==> config.mk <==
export PLATFORM = sky130hd
export DESIGN_NAME = seg7_timer_display_flat
export DESIGN_NICKNAME = d
export VERILOG_FILES = /design/src/rtl/seg7_pkg.sv /design/src/rtl/seg7_timer_display_if.sv /design/src/rtl/bin2bcd_seq.sv /design/src/rtl/seg7_timer_display.sv /design/src/flat_wrapper.sv
export SDC_FILE = /design/constraint.sdc
export NUM_CORES = 1
export LEC_CHECK = 0
export BUFFER_PORTS_ARGS = -buffer_cell sky130_fd_sc_hd__buf_2
export CAP_MARGIN = 20
export CORE_AREA = 2 2 109 111
export CTS_BUF_LIST = sky130_fd_sc_hd__clkbuf_4
export DETAILED_ROUTE_END_ITERATION = 10
export DIE_AREA = 0 0 111 113
export GPL_TIMING_DRIVEN = 0
export PLACE_DENSITY = 0.67
export SLEW_MARGIN = 20
export SYNTH_ARGS = -nofsm -noshare
export SYNTH_HDL_FRONTEND = slang
export SYNTH_SLANG_ARGS = --single-unit
==> constraint.sdc <==
create_clock -name clock_100Mhz -period 4.6 [get_ports clock_100Mhz]
set_input_delay 1.38 -clock clock_100Mhz [delete_from_list [all_inputs] [get_ports clock_100Mhz]]
set_output_delay 1.38 -clock clock_100Mhz [all_outputs]
set_load 0.01 [all_outputs]
==> src/rtl/seg7_pkg.sv <==
// Shared types, constants and segment decode for the seven-segment timer display.
package seg7_pkg;

    typedef enum logic [1:0] {
        IDLE,
        SHIFT,
        LOAD
    } state_t;

    localparam int          NUM_DIGITS = 4;
    localparam logic [15:0] SAT_MAX    = 16'd9999;

    // Active-low, bit order gfedcba
    localparam logic [6:0] SEG_0     = 7'b1000000;
    localparam logic [6:0] SEG_1     = 7'b1111001;
    localparam logic [6:0] SEG_2     = 7'b0100100;
    localparam logic [6:0] SEG_3     = 7'b0110000;
    localparam logic [6:0] SEG_4     = 7'b0011001;
    localparam logic [6:0] SEG_5     = 7'b0010010;
    localparam logic [6:0] SEG_6     = 7'b0000010;
    localparam logic [6:0] SEG_7     = 7'b1111000;
    localparam logic [6:0] SEG_8     = 7'b0000000;
    localparam logic [6:0] SEG_9     = 7'b0010000;
    localparam logic [6:0] SEG_BLANK = 7'b1111111;

    function automatic logic [6:0] seg_decode(input logic [3:0] digit);
        case (digit)
            4'd0:    return SEG_0;
            4'd1:    return SEG_1;
            4'd2:    return SEG_2;
            4'd3:    return SEG_3;
            4'd4:    return SEG_4;
            4'd5:    return SEG_5;
            4'd6:    return SEG_6;
            4'd7:    return SEG_7;
            4'd8:    return SEG_8;
            4'd9:    return SEG_9;
            default: return SEG_BLANK;
        endcase
    endfunction

endpackage

==> src/rtl/seg7_timer_display_if.sv <==
// Seconds-count input and multiplexed display outputs of the timer display stage.
interface seg7_timer_display_if;
    logic [15:0] count;
    logic [6:0]  seg;
    logic        dp;
    logic [3:0]  an;
    logic        busy;

    modport master (output count, input seg, dp, an, busy);
    modport slave  (input count, output seg, dp, an, busy);
endinterface

==> src/rtl/bin2bcd_seq.sv <==
// Sequential shift-and-add-3 converter: 16 shift iterations, then one LOAD cycle flagged by done_o.
module bin2bcd_seq
    import seg7_pkg::*;
(
    input  logic        clock_100Mhz,
    input  logic        reset,
    input  logic        start_i,
    input  logic [15:0] value_i,
    output logic        busy_o,
    output logic        done_o,
    output logic [15:0] bcd_o
);

    state_t      state_q, state_d;
    logic [3:0]  iter_q, iter_d;
    logic [31:0] shreg_q, shreg_d;
    logic [15:0] bcd_adj;

    always_comb begin
        bcd_adj = shreg_q[31:16];
        for (int i = 0; i < NUM_DIGITS; i++) begin
            if (shreg_q[16 + 4*i +: 4] >= 4'd5)
                bcd_adj[4*i +: 4] = shreg_q[16 + 4*i +: 4] + 4'd3;
        end
    end

    // NOTE: every variable gets its hold value first so no path through the case infers a latch.
    always_comb begin
        state_d = state_q;
        iter_d  = iter_q;
        shreg_d = shreg_q;
        case (state_q)
            IDLE: begin
                if (start_i) begin
                    shreg_d = {16'd0, value_i};
                    iter_d  = '0;
                    state_d = SHIFT;
                end
            end
            SHIFT: begin
                shreg_d = {bcd_adj, shreg_q[15:0]} << 1;
                iter_d  = iter_q + 4'd1;
                if (iter_q == 4'd15)
                    state_d = LOAD;
            end
            LOAD:    state_d = IDLE;
            default: state_d = IDLE;
        endcase
    end

    // NOTE: the shift register is reset too, so an aborted conversion never leaves stale digits behind.
    always_ff @(posedge clock_100Mhz or posedge reset) begin
        if (reset) begin
            state_q <= IDLE;
            iter_q  <= '0;
            shreg_q <= '0;
        end else begin
            state_q <= state_d;
            iter_q  <= iter_d;
            shreg_q <= shreg_d;
        end
    end

    assign busy_o = (state_q != IDLE);
    assign done_o = (state_q == LOAD);
    assign bcd_o  = shreg_q[31:16];

endmodule

==> src/rtl/seg7_timer_display.sv <==
// Elapsed-seconds display: change detect, saturation to 9999, BCD conversion and 4-digit scan.
// Optional: SEG7_LEADING_ZERO_BLANK_EN blanks leading zeros in digits 3..1.
module seg7_timer_display
    import seg7_pkg::*;
#(
    parameter int REFRESH_DIV = 100000
)
(
    input  logic                 clock_100Mhz,
    input  logic                 reset,
    seg7_timer_display_if.slave  disp
);

    localparam int               CNT_W        = (REFRESH_DIV > 2) ? $clog2(REFRESH_DIV) : 1;
    localparam logic [CNT_W-1:0] REFRESH_LAST = CNT_W'(REFRESH_DIV - 1);

    logic [15:0]                 last_count_q, last_count_d;
    logic                        ovf_pend_q, ovf_pend_d;
    logic [NUM_DIGITS-1:0][3:0]  digits_q, digits_d;
    logic                        ovf_q, ovf_d;
    logic [CNT_W-1:0]            refresh_q, refresh_d;
    logic [1:0]                  idx_q, idx_d;
    logic [3:0]                  an_q, an_d;
    logic [6:0]                  seg_q, seg_d;
    logic                        dp_q, dp_d;

    logic                        conv_start, conv_busy, conv_done;
    logic [15:0]                 conv_value, conv_bcd;
    logic [NUM_DIGITS-1:0]       blank;

    assign conv_start = !conv_busy && (disp.count != last_count_q);
    assign conv_value = (disp.count > SAT_MAX) ? SAT_MAX : disp.count;

    bin2bcd_seq u_bin2bcd (
        .clock_100Mhz (clock_100Mhz),
        .reset        (reset),
        .start_i      (conv_start),
        .value_i      (conv_value),
        .busy_o       (conv_busy),
        .done_o       (conv_done),
        .bcd_o        (conv_bcd)
    );

`ifdef SEG7_LEADING_ZERO_BLANK_EN
    // A digit is blank only if it and every digit above it are zero; the ones digit always shows.
    assign blank[3] = (digits_q[3] == 4'd0);
    assign blank[2] = blank[3] && (digits_q[2] == 4'd0);
    assign blank[1] = blank[2] && (digits_q[1] == 4'd0);
    assign blank[0] = 1'b0;
`else
    assign blank = '0;
`endif

    always_comb begin
        last_count_d = last_count_q;
        ovf_pend_d   = ovf_pend_q;
        digits_d     = digits_q;
        ovf_d        = ovf_q;
        if (conv_start) begin
            last_count_d = disp.count;
            ovf_pend_d   = (disp.count > SAT_MAX);
        end
        if (conv_done) begin
            digits_d = conv_bcd;
            ovf_d    = ovf_pend_q;
        end

        idx_d = idx_q;
        if (refresh_q == REFRESH_LAST) begin
            refresh_d = '0;
            idx_d     = idx_q + 2'd1;
        end else begin
            refresh_d = refresh_q + CNT_W'(1);
        end

        an_d  = ~(4'b0001 << idx_q);
        seg_d = blank[idx_q] ? SEG_BLANK : seg_decode(digits_q[idx_q]);
        dp_d  = !((idx_q == 2'd3) && ovf_q);
    end

    // NOTE: all state uses non-blocking assignments so every register samples pre-edge values.
    always_ff @(posedge clock_100Mhz or posedge reset) begin
        if (reset) begin
            last_count_q <= '0;
            ovf_pend_q   <= 1'b0;
            digits_q     <= '0;
            ovf_q        <= 1'b0;
            refresh_q    <= '0;
            idx_q        <= '0;
            an_q         <= 4'b1110;
            seg_q        <= SEG_0;
            dp_q         <= 1'b1;
        end else begin
            last_count_q <= last_count_d;
            ovf_pend_q   <= ovf_pend_d;
            digits_q     <= digits_d;
            ovf_q        <= ovf_d;
            refresh_q    <= refresh_d;
            idx_q        <= idx_d;
            an_q         <= an_d;
            seg_q        <= seg_d;
            dp_q         <= dp_d;
        end
    end

    assign disp.an   = an_q;
    assign disp.seg  = seg_q;
    assign disp.dp   = dp_q;
    assign disp.busy = conv_busy;

endmodule

==> src/flat_wrapper.sv <==
// flat-port wrapper written by rule: the top's interface ports become plain ports
module seg7_timer_display_flat import seg7_pkg::*;
#(
    parameter int REFRESH_DIV = 100000
)
  (clock_100Mhz, reset, disp_count, disp_seg, disp_dp, disp_an, disp_busy);
  seg7_timer_display_if disp_i ();
  input  logic clock_100Mhz;
  input  logic reset;
  input wire logic [$bits(disp_i.count)-1:0] disp_count;
  output wire logic [$bits(disp_i.seg)-1:0] disp_seg;
  output wire logic [$bits(disp_i.dp)-1:0] disp_dp;
  output wire logic [$bits(disp_i.an)-1:0] disp_an;
  output wire logic [$bits(disp_i.busy)-1:0] disp_busy;
  assign disp_i.count = disp_count;
  assign disp_seg = disp_i.seg;
  assign disp_dp = disp_i.dp;
  assign disp_an = disp_i.an;
  assign disp_busy = disp_i.busy;
  seg7_timer_display #(.REFRESH_DIV(REFRESH_DIV)) u_core (.clock_100Mhz(clock_100Mhz), .reset(reset), .disp(disp_i));
endmodule
==> results.md <==
- Min Clock Period, post-route: ~2.9 ns
- Pwr dens: between 500 and 600 nW/µm²
- Total power: 3.09 mW
- Worst slew pin tran: approximately 0.59 ns
- Max_slew headroom: roughly three fifths
- First-pass iteration count of the detailed router: 4
- Sequential-to-total area share from yosys stat: 51.2%
- Setup CP Type: reg -> out
- GRT overflow: 0
- Hold Crit Class: reg -> reg
- Power share of the combinational group: between 30% and 40%
- Setup Buffers After CTS: 0
- Worst Setup EP: disp_busy
- Tcrit/Tclk final: between 60% and 70%
- Net count, final: around 530
- Crit path launch type: register
- Row count: 39
- GRT Overall Usage: between 15 and 20%
- Vias/cell: approximately 5.4
- Mapped Area: 5050 µm²
- Mean Syn Cell Area: 11.1 µm²
- Count of cell types in the netlist: 52
- Critical R2R Launch: u_core.last_count_q[12]
- Hold Slack: 0.414 ns
- Core area: around 11000 µm²
- Ys flop type: dfrtp_1
- Yosys warns: 0
- CP Depth: 3
- #FFs+latches synth: a little over 100
- Register area: about 2600 µm²
- Buffers on Ports: 30
- Worst vdd ir: 377 µV
- Area Growth Syn to Fin: 9.39%
- RD Place Congestion: 0.757
- Status: completed
- Vias: roughly 3500
- Top cells by count, synth: 98 x dfrtp_1, 29 x inv_1, 29 x nand2_1, 29 x nor2_1, 28 x mux2_2
- Final WL: ~9700 µm
- Initial antenna violation count: 0
- Antenna Cells: 0
- Synth top area share: roughly 50%
- Detailed placement HPWL: 7010 µm
- Register-to-register setup slack: around 2.4 ns
- Fillers: between 1000 and 1500
- First-pass GRT wire length: 16700 µm
- WP data required: around 3.2 ns
- CP bufs+invs: 2
- Post-Route Skew: between 0.015 and 0.02 ns
- Cell depth of the worst min-delay path: 1
- Die Ht: about 110 µm
- Routed Antenna Nets: 0
- CP top delay family: flip-flops
- Multi-input gate area: 2230 µm²
- R2r endpoint: u_core.u_bin2bcd.shreg_q[16]
- CP max FO: 8
- WP data arrival: ~1.6 ns
- Clock-pin slew on the worst setup and hold paths: 0.13 ns
- I/O Pins: 31
- Post-CTS sizing: 0
- Syn Nets: between 400 and 500
- Synth Instances: between 400 and 500
- Max incr delay on CP: slightly above 0.5 ns
- Initial DRC Count: 217
- CP endpoint kind: output pin
- Slowest cell on the critical path: dfrtp_1
- Drc violations: 0
- Crit path cell chain: or2_1 > clkbuf_2 > buf_2
- Number of synthesized flops with an enable pin: 0
- Clk sinks: around 100
- Clk pwr share: between 10% and 20%
- Cts hold-fix bufs: 0
- Max_cap viols: 0
- Layout cells sized above 1: about a fifth
- RSZ-0062 raised after global routing: false
- Clock insertion delay at the later pin of the skew report: about 0.48 ns
- Endpoints failing hold: 0
- Die area: 12500 µm²
- Largest cells by area after synthesis: dfrtp_1 49%, mux2_2 6.2%, ha_1 4.7%
- Asr flop ratio synth: 100%
- Wirelength per Cell: roughly 15 µm
- TritonCTS clock tree: done
- Leading area contributor after synthesis: dfrtp_1
- Initial Util: approximately 45%
- Total CTS buffers: 9
- CP startpoint: u_core.u_bin2bcd.state_q[1]
- Final setup viols: 0
- Vias in the first global route: around 3500
- Pint: about 2.0 mW
- Die Wd: approximately 110 µm
- CTS root buf: clkbuf_4
- Most common cell in the netlist: dfrtp_1
- Switching Fraction: a little over a third
- Fmax: about 0.34 GHz
- Slew Viols, Final: 0
- Reg2reg path depth: 7
- Largest net degree at the start of global routing: between 80 and 90
- CTS H-Tree Depth: 3
- Final Util: 49.0%
- Reg power frac: roughly half
- Clock tree buffer depth: 2
- Leakage: about 2.5 nW
- Final TNS setup: 0 ns
- Sw Pwr: roughly 1.1 mW
[metrics by stage]
step                area, µm²  std cells  setup slack, ns
floorplan                5050        455            0.524
global placement         5380        628           -0.573
detailed placement       5410        629             1.35
CTS                      5530        645             1.62
global route             5530        645             1.56
finish                   5530        645             1.67
[area by class of cell]
class / instances / area share, %
plain buffers: 21 / 2.17
clock buffers: 10 / 1.36
clock inverters: 6 / 0.679
inverters: 30 / 2.13
multi-input cells: 301 / 40.4
flip-flops and latches: 103 / 46.8
well taps: 143 / 3.24
repair buffers: 31 / 3.22
[state kept, by name, summed over array words and instances, names as in the netlist]
register                  cells
u_core.disp.dp                1
u_core.disp.an                4
u_core.ovf_pend_q             1
u_core.refresh_q             17
u_core.ovf_q                  1
u_core.u_bin2bcd.shreg_q     32
u_core.last_count_q          16
u_core.idx_q                  2
u_core.u_bin2bcd.state_q      2
u_core.u_bin2bcd.iter_q       4
u_core.digits_q              16
u_core.disp.seg               7
[cell usage in the layout, fill, tap and decap left out, types with 2 or more instances in the layout]
cell type  count
a211oi_1       4
a21o_1         5
a21oi_1       11
a22o_1        10
a22o_2         4
a22oi_1        8
a311oi_1       3
and4_1         2
buf_2         35
buf_6          4
clkbuf_1       9
clkbuf_4      10
clkinv_1       3
clkinv_4       2
dfrtp_1       98
dfstp_2        5
ha_1          19
inv_1         28
mux2_2        28
mux2i_1        6
mux4_2         3
nand2_1       29
nand2b_1       5
nand3_1       17
nand4_1        4
nor2_1        29
nor2b_1        3
nor3_1        11
nor3b_1        4
nor4_1         7
o21ai_0       21
o22ai_1        7
o2bb2ai_1      3
o311ai_0       6
xnor2_1       12
xor2_1        25
[routing by layer]
| layer | global-route usage, % | wire (µm) | up-vias |
|---|---|---|---|
| met2 | 30.3 | 5000 | 58 |
| met5 | 0 | 0 | - |
| li1 | - | - | 1701 |
| met1 | 19.0 | 4220 | 1733 |
| met3 | 4.28 | 335 | 18 |
| met4 | 6.25 | 186 | 0 |
[how the worst min path moves through the flow]
stage / start / endpoint / slack, ns
floorplan: u_core.ovf_q / u_core.disp.dp / 0.37
global placement: u_core.ovf_q / u_core.disp.dp / 0.38
detailed placement: u_core.ovf_q / u_core.disp.dp / 0.39
CTS: u_core.ovf_q / u_core.disp.dp / 0.42
global route: u_core.ovf_q / u_core.disp.dp / 0.43
finish: u_core.ovf_q / u_core.disp.dp / 0.41
[power groups by stage]
stage / Combinational (mW) / Sequential [mW] / Clock [mW]
after floorplan: 0.952 / 1.45 / 0
after CTS: 1.21 / 1.48 / 0.422
after global placement: 1.15 / 1.49 / 0
after global routing: 1.36 / 1.53 / 0.464
after detailed placement: 1.20 / 1.51 / 0
final: 1.20 / 1.49 / 0.403
[logic make-up (layout without fill, tap and decap cells)]
family | Yosys count | count (layout) | synth area share [%]
AND/OR/NAND/NOR | 118 | 118 | 11.6
flip-flops | 103 | 103 | 51.2
AO/OA/AOI/OAI | 90 | 90 | 12.8
buffers and inverters | 51 | 98 | 4.61
XOR/XNOR | 37 | 37 | 6.42
multiplexers | 37 | 37 | 8.77
adder cells (fa/ha/maj) | 19 | 19 | 4.71
Power figures use the tool's default switching activity.
